--- src/rtl/serial_complementer.sv ---
// serial_complementer: bit-serial one's/two's complementer for LSB-first WIDTH-bit words.
// Latency: every output is registered, so it appears one cycle after the accepted input bit.
// Backpressure: none. in_valid=0 stalls the word in place. clear aborts the current word and drops its bit.
// Ports:
//   clk, rst          - clock and asynchronous active-high reset
//   mode              - 0 = one's complement, 1 = two's complement; latched on the first bit of a word
//   clear             - synchronous abort; takes priority over in_valid
//   in_valid, in_data - serial input bit, LSB first
//   out_valid, out_data, word_done, ovf - registered serial output, end-of-word pulse, overflow flag
module serial_complementer #(
  parameter int WIDTH = 8
) (
  input  logic clk,
  input  logic rst,
  input  logic mode,
  input  logic clear,
  input  logic in_valid,
  input  logic in_data,
  output logic out_valid,
  output logic out_data,
  output logic word_done,
  output logic ovf
);

  localparam int CW = $clog2(WIDTH);
  localparam logic [CW-1:0] LAST = CW'(WIDTH - 1);

  typedef enum logic [1:0] {
    IDLE   = 2'd0,
    COPY   = 2'd1,
    INVERT = 2'd2
  } state_t;

  state_t        state, state_next;
  logic [CW-1:0] cnt, cnt_next;
  logic          mode_q, mode_q_next;
  logic          out_valid_next, out_data_next, word_done_next, ovf_next;

  logic accept;
  logic last;
  logic pass_through;

  assign accept = in_valid & ~clear;
  assign last   = (cnt == LAST);

  // The bit passes through unchanged only while a two's-complement word has not
  // yet seen a 1. On the first bit the live mode input decides this, because
  // mode_q is only captured on that same edge.
  assign pass_through = (state == IDLE) ? mode : (state == COPY);

  always_ff @(posedge clk or posedge rst) begin
    if (rst) begin
      state     <= IDLE;
      cnt       <= '0;
      mode_q    <= 1'b0;
      out_valid <= 1'b0;
      out_data  <= 1'b0;
      word_done <= 1'b0;
      ovf       <= 1'b0;
    end else begin
      state     <= state_next;
      cnt       <= cnt_next;
      mode_q    <= mode_q_next;
      out_valid <= out_valid_next;
      out_data  <= out_data_next;
      word_done <= word_done_next;
      ovf       <= ovf_next;
    end
  end

  always_comb begin
    state_next     = state;
    cnt_next       = cnt;
    mode_q_next    = mode_q;
    out_valid_next = 1'b0;
    out_data_next  = 1'b0;
    word_done_next = 1'b0;
    ovf_next       = 1'b0;

    if (clear) begin
      // The partial word is dropped: nothing is emitted for this cycle.
      state_next = IDLE;
      cnt_next   = '0;
    end else if (accept) begin
      if (state == IDLE) begin
        mode_q_next = mode;
      end
      out_valid_next = 1'b1;
      out_data_next  = pass_through ? in_data : ~in_data;

      if (last) begin
        word_done_next = 1'b1;
        // A 1 arriving in the MSB while still copying means the word was
        // 1 followed by zeros: the most negative value, whose negation has no
        // representation in WIDTH bits.
        ovf_next   = mode_q & in_data & (state == COPY);
        cnt_next   = '0;
        state_next = IDLE;
      end else begin
        cnt_next   = cnt + 1'b1;
        state_next = (pass_through && !in_data) ? COPY : INVERT;
      end
    end
  end

endmodule

--- config.mk ---
export PLATFORM = sky130hd
export DESIGN_NAME = serial_complementer
export DESIGN_NICKNAME = d
export VERILOG_FILES = /design/src/rtl/serial_complementer.sv
export SDC_FILE = /design/constraint.sdc
export NUM_CORES = 1
export LEC_CHECK = 0
export ABC_AREA = 1
export ABC_CLOCK_PERIOD_IN_PS = 1200
export CORE_AREA = 2 2 39 41
export CTS_BUF_LIST = sky130_fd_sc_hd__clkbuf_16
export CTS_CLUSTER_DIAMETER = 120
export DETAILED_ROUTE_END_ITERATION = 7
export DIE_AREA = 0 0 41 43
export PLACE_DENSITY = 0.66
export SLEW_MARGIN = 25
export SYNTH_ARGS = -nofsm -noshare
export SYNTH_HDL_FRONTEND = slang
export SYNTH_SLANG_ARGS = --single-unit
--- constraint.sdc ---
create_clock -name clk -period 1.2 [get_ports clk]
set_input_delay 0.24 -clock clk [delete_from_list [all_inputs] [get_ports clk]]
set_output_delay 0.24 -clock clk [all_outputs]
set_load 0.005 [all_outputs]
* Yosys cells after proc, flatten, opt, wreduce, memory -nomap -nowiden
Index checks and enable logic that the tools add are counted.
Storage, ports and cells: flip-flop bits (word level) 10, bits in latches 0, memory bits (writable) 0, ROM bits 0, input port bits 6, word-level logic and storage cells 39, memories 0
Cells by class: add/sub/neg operators 1, multipliers 0, div/mod/pow operators 0, $lt $le $gt $ge 0, equal/unequal tests 2, shifts and indexed selects 0, multiplexer cells 19, bitwise operators 5, reduce and logical (&&, ||, !) cells 5
Operator list (number):
- 1-bit 2-to-1 mux | 12
- 3-bit 2-to-1 mux | 3
- 2-bit 2-to-1 mux | 4
- 3-bit by 1-bit adder with 3-bit output, second input constant | 1
- 1-bit bitwise AND | 3
- 3-bit == test, second input constant | 1
- 3-bit AND reduction | 1
- 2-bit by 1-bit == test with 1-bit output, second input constant | 1
- 2-bit zero test | 1
- 1-bit NOT | 2
- 2-bit nonzero test | 1
- 1-bit logical AND | 1
- 1-bit zero test | 1

* Depth between registers and ports, before layout
Gate-level depths: netlist (run 1).
depth in word-level cells 7, mapped depth 5, mapped depth without buffers 5

* Least setup slack after synthesis (run 1)
OpenSTA, ideal clock, no wires.
kind register -> register, start point register cnt[0], end point register cnt[0], library setup time 0.076 ns, arrival 1.129 ns, required time 1.124 ns, slack -0.006 ns, stages on the path, launching flop included 5, clock period less this slack 1.206 ns, cell sequence dfrtp_1 -> ha_1 -> ha_1 -> or2_2 -> o21ai_1
Between the ends: cells in the longest elaborated chain, start to end 4, elaborated cells on any way between the ends 5, those cells by class add/sub: 1; eq/ne: 1; mux: 3
Ends and longest elaborated chain:
- start: declaration | RTL line 35 | logic [CW-1:0] cnt, cnt_next;
- start signal: assignment | RTL line 62 | cnt <= cnt_next;
- 3-bit by 1-bit adder with 3-bit output / 3-bit == test (equally long branches) | RTL line 100, 44
- 3-bit 2-to-1 mux * | RTL line 91 | if (last) begin
- 3-bit 2-to-1 mux * | RTL line 84 | end else if (accept) begin
- 3-bit 2-to-1 mux * | RTL line 80 | if (clear) begin
Mark *: on every way between the ends. The rest lies on a longest branch, timed or not. The select of a mux whose other input is x is not followed. A chain may end at the register's enable or synchronous reset.

* Worst setup path after layout (run 1)
start point register cnt[0], end point register state[1]
Between the ends: cells in the longest elaborated chain, start to end 4
Ends and longest elaborated chain:
- 3-bit == test | RTL line 44 | assign last = (cnt == LAST);
- 2-bit 2-to-1 mux | RTL line 91
- 2-bit 2-to-1 mux | RTL line 84
- 2-bit 2-to-1 mux | RTL line 80
- end signal: assignment | RTL line 61 | state <= state_next;
- end: declaration | RTL line 34 | state_t state, state_next;
Every way passes these cells. The select of a mux whose other input is x is not followed.

==> results of run 1 <==
power breakdown:
| group | switching (mW) | internal (mW) | total [mW] | leakage (nW) |
|---|---|---|---|---|
| Sequential | 0.0122 | 0.359 | 0.371 | 0.134 |
| Clock | 0.145 | 0.431 | 0.577 | 0.0370 |
| Combinational | 0.0504 | 0.0524 | 0.103 | 0.209 |
synth_stat cells:
master	instances	area [µm²]
dfrtp_1	10	250
ha_1	4	50.1
inv_1	8	30.0
nand2_1	14	52.6
nand2_2	1	6.26
nand3_1	1	5.00
nand4_1	1	6.26
nor2_1	6	22.5
nor2_4	1	11.3
o21ai_0	1	5.00
o21ai_1	2	10.0
or2_2	2	12.5
flip-flops by register name, summed over array words and instances, names as in the netlist:
register,count
cnt,3
state,2
mode_q,1
out_data,1
out_valid,1
ovf,1
word_done,1
placed cells by master, fill, tap and decap left out:
cell,count
o21ai_1,1
nand2_1,13
nand3_1,1
inv_2,1
nor2_1,6
clkbuf_16,3
clkdlybuf4s50_1,3
or2_4,2
buf_4,3
dlygate4sd2_1,6
ha_4,2
inv_1,7
nor2_4,1
buf_6,1
nand4_1,1
ha_2,2
o21ai_2,2
nand2_2,2
dfrtp_1,10
how the worst max path moves through the flow:
stage | end | cells past startpoint
after floorplan | cnt[0] | 4
after global placement | state[1] | 6
after detailed placement | state[1] | 6
after CTS | state[1] | 5
after global routing | state[0] | 6
final | state[1] | 4
per-stage QoR:
stage                     hold WS (ns)  instance area [µm²]  setup TNS, ns  worst slack (ns)
after floorplan                 0.0802                  464              0            0.0212
after global placement           0.462                  604         -0.552            -0.260
after detailed placement         0.474                  604         -0.700            -0.281
after CTS                        0.311                  689              0           0.00739
after global routing             0.349                  718        -0.0350           -0.0177
final                            0.290                  718              0            0.0451
cell families (layout without fill, tap and decap cells):
family                     Yosys count  after routing
DFF                                 10             10
AOI/OAI and AO/OA                    3              3
buffers and inverters                8             24
adders and majority gates            4              4
and+or+nand+nor                     26             26
what timing repair did:
action	CTS	global route
pin swaps	4	6
hold buffers	0	0
endpoints found under the setup margin	7	4
gates resized for setup	12	7
critical path, cell delays in order, from the launching register on:
cell and delay, ns:
dfrtp_1 0.37, ha_2 0.21, ha_4 0.16, or2_4 0.22, o21ai_2 0.12
layer usage:
metal  GRT usage  part of all wire  vias up
met3      0.0471             0.051        4
met2       0.191              0.50       12
met4       0.100             0.029        0
met1       0.155              0.42      165
met5           0                 0        -
li1            -                 -      188
final cells by class:
| class | count | area share |
|---|---|---|
| Sequential cell | 10 | 0.348 |
| Multi-Input combinational cell | 33 | 0.315 |
| Timing Repair Buffer | 13 | 0.162 |
| Clock buffer | 3 | 0.105 |
| Inverter | 8 | 0.0418 |
| Tap cell | 16 | 0.0279 |
==> results.yml, run 1 <==
outcome:
  status: "finished, final reports clean"
cts:
  cts_setup_buffers: 0
  clkSinkCount: 10
  clk_root_buffer_cell: "clkbuf_16"
  cts_buffers: 3
  cts.htree.levels: 1
  cts_tree: "done"
  path_clk_slew_ns: 0.04
  ctsLongestPathBuffers: 2
  clk_latency_ns: 0.23
global_route:
  grt_first_pass_wirelength_um: 1490
  grt_pass1_vias: 366
  grt_overflow_total: 0
  antenna_found_initial: 0
  grt_max_degree: 11
  grt_usage: 0.134
final_layout:
  multi_input_area_um2: 226
  nets: 79
  register_area_um2: 250
  final_cells: 83
  syn_to_final_growth_pct: 55.6
  fillers: 126
  num_antenna_cells: 0
  drive_gt1_frac: 0.284
  fin_util: 0.519
synthesis:
  synth-compound-area-share: 0.0325
  ys_types: 12
  yosys.area_share.xor_xnor: 0
  synth_top_family_by_area: "simple AND/OR/NAND/NOR gates"
  yosys.area_share.simple: 0.252
  ys_warn_count: 0
  synth_cells: 51
  yosysSeqAreaShare: 0.542
  netlist_area_um2: 462
  synth.mux.area_fraction: 0
  ys_seq_elements: 10
  synth_nets: 61
  synthAdderAreaFrac: 0.108
  postSynthAreaPerCell_um2: 9.05
placement:
  place_inst: 80
  io_buffers: 9
  globalplace.congestion: 0.719
  dp_hpwl_um: 624
power_and_ir_drop:
  leakage_nw: 0.380
  power_mw: 1.05
  peakVddDrop_uv: 783
  power-per-cell-area_nw_per_um2: 1460
worst_setup_path:
  crit_path_start_kind: "flip-flop"
  cp_max_fo: 2
  r2r-start: "cnt[0]"
  r2r_cells: 4
  cp-startpoint: "cnt[0]"
  reg2reg_to: "state[1]"
  r2r_slack_ns: 0.05
  end_kind: "flip-flop"
  crit_type: "reg2reg"
  cp.required_ns: 1.37
  crit_arrival_ns: 1.32
run:
  drv_cap: 0
hold_path:
  hold_path_class: "in2async"
sta:
  report.final.slew_viol_count: 0
  finalCritPeriodShare: 0.962
  worst_clock_skew_ns: 0.00352
  min_period_ns: 1.15
  finalSetupViolations: 0
  hold_violations: 0
  timing.slew.headroom: 0.733
  worstMarginPinSlew_ns: 0.401
  timing.fmax_ghz: 0.866
  rsz0062_at_grt: "yes"
route:
  drc_errors: 0
  vias: 369
  drt-pass1-iter-count: 2
  viasPerCell: 4.45
  wl_per_cell_um: 11.5
  ant_nets: 0
  drt_wl_total_um: 957
  drtIter0Drc: 1
floorplanning:
  die_h_um: 43
  core_region_area_um2: 1380
  initial_core_util: 0.334
  dieWidth_um: 41
  ioPinCount: 10
  die_area_um2: 1760
  rows: 14
Note: power is estimated with default switching activity, not from simulation.
==> inputs of run 2 (changes only) <==
--- a/config.mk
+++ b/config.mk
@@ -9,7 +9,7 @@
 export ABC_CLOCK_PERIOD_IN_PS = 1200
 export CORE_AREA = 2 2 39 41
 export CTS_BUF_LIST = sky130_fd_sc_hd__clkbuf_16
-export CTS_CLUSTER_DIAMETER = 120
+export CTS_CLUSTER_DIAMETER = 200
 export DETAILED_ROUTE_END_ITERATION = 7
 export DIE_AREA = 0 0 41 43
 export PLACE_DENSITY = 0.66
==> results of run 2 <==
Final layout, timing and power as in run 1 (identical DEF).
==> RTL change, RTL diff (flow settings as in run 1) <==
The parameter `WIDTH` goes from 8 to 16.
--- a/src/rtl/serial_complementer.sv
+++ b/src/rtl/serial_complementer.sv
@@ -8,7 +8,7 @@
 //   in_valid, in_data - serial input bit, LSB first
 //   out_valid, out_data, word_done, ovf - registered serial output, end-of-word pulse, overflow flag
 module serial_complementer #(
-  parameter int WIDTH = 8
+  parameter int WIDTH = 16
 ) (
   input  logic clk,
   input  logic rst,
Behaviour: not the same (Yosys sat finds a counterexample within 10 cycles, from zero or initial values and one cycle with rst high).
==> RTL change against run 1 <==
Design area is 2.4% lower. Worst setup slack improved by 0.021 ns. First-iteration DRC count grew to 5.0 times the old value. Utilization decreased by 1.3 points. Combinational power decreased by 6%. Synthesized area increased by 9.8%. Power is 4.4% higher. Wire length up 0.52%. Sequential cell count is 1 higher. Largest power group unchanged. Highest routed layer unchanged.
==> RTL change: results (changes against run 1) <==
| Metric | Value |
|---|---|
| Status | complete, no violations |
| Crit Path Max Fanout | 4 (+2) |
| R2R Path Start | cnt[1]$_DFFE_PP0P_ |
| Fill cell count | 137 (+8.7%) |
| Number of distinct library cells after synthesis | 17 (+5) |
| Worst slack at placement | -0.1510 ns (+0.1299 ns) |
| DPL Wire Length | 708.9 µm (+14%) |
| Synthesized area per cell | 9.561 µm² (+5.6%) |
| Multi-input gates | 31 (-6.1%) |
| Multi-input combinational area share | 0.2750 (-0.04033) |
| R2R setup slack | 0.07 ns (+0.02 ns) |
| GR Util All Layers | 0.1423 (+0.008673) |
| Detailed Routing Iterations Pass 1 | 4 (+2) |
| Worst vdd ir | 0.8093 mV (+3.4%) |
| Vias in the first global route | 396 (+8.2%) |
| Final wirelength | 962 µm (+0.52%) |
| Fraction of area in registers | 0.3929 (+0.04443) |
| Post-Place Cell Area | 624.3 µm² (+3.3%) |
| Leakage power | 0.3580 nW (-5.7%) |
| Clk cell area share | 0.1125 (+0.007970) |
| Max frequency | 882.1 MHz (+1.9%) |
| Inverters | 11 (+3) |
| Synth top area cells | dfrtp_1, nand2_1, inv_1 |
| Worst R2R Path Depth | 6 (+2) |
| GP Congestion | 0.7939 (+10%) |
| Non-clk buf share | 0.1321 (-0.02988) |
| Vias/cell | 4.651 (+4.6%) |
| CTS Sinks | 11 (+1) |
| Hold slack | 0.2996 ns (+0.01004 ns) |
| Worst Setup EP | state[0]$_DFFE_PP0P_ |
| Sequential area share after synthesis | 0.5432 (+0.001204) |
| Dpl cells | 79 (-1.3%) |
| Largest net degree at the start of global routing | 12 (+1) |
| Rel. slew slack | 0.7181 (-0.01456) |
| Starting DRT DRC Count | 5 (+4) |
| First-pass GRT wire length | 1587 µm (+6.5%) |
| Non-clk bufs | 10 (-3) |
| Crit path DAT | 1.25 ns (-0.07 ns) |
| # resized after CTS | 4 (-8) |
| Final nets | 76 (-3.8%) |
| Biggest regs | cnt (4), state (2) |
RTL change: where the power goes:
| part | internal (W) | switching [W] | total, W |
|---|---|---|---|
| sequential | 0.000392 | 0.0000120 | 0.000404 |
| combinational | 0.0000445 | 0.0000524 | 0.0000969 |
| clock | 0.000437 | 0.000158 | 0.000595 |
RTL change: logic make-up (layout without fill, tap and decap cells):
family | Yosys count | count (layout) | synth area share
flip-flops | 11 | 11 | 0.5432
adder cells (fa/ha/maj) | 2 | 2 | 0.04937
buffers and inverters | 11 | 25 | 0.08148
AND/OR/NAND/NOR | 22 | 22 | 0.2469
AO/OA/AOI/OAI | 7 | 7 | 0.07902
RTL change: critical path: stages, from the launching register on:
cell and delay [ns]:
dfrtp_1 0.40, ha_2 0.23, nand3_2 0.12, nand2_2 0.12
inv_2 0.04, nand2_1 0.04, o21ai_1 0.06
RTL change: metal layers:
layer	wire (µm)	track usage
met5	0	0
met3	36	0.07853
met1	423	0.1538
met2	486	0.2188
met4	16	0.06000
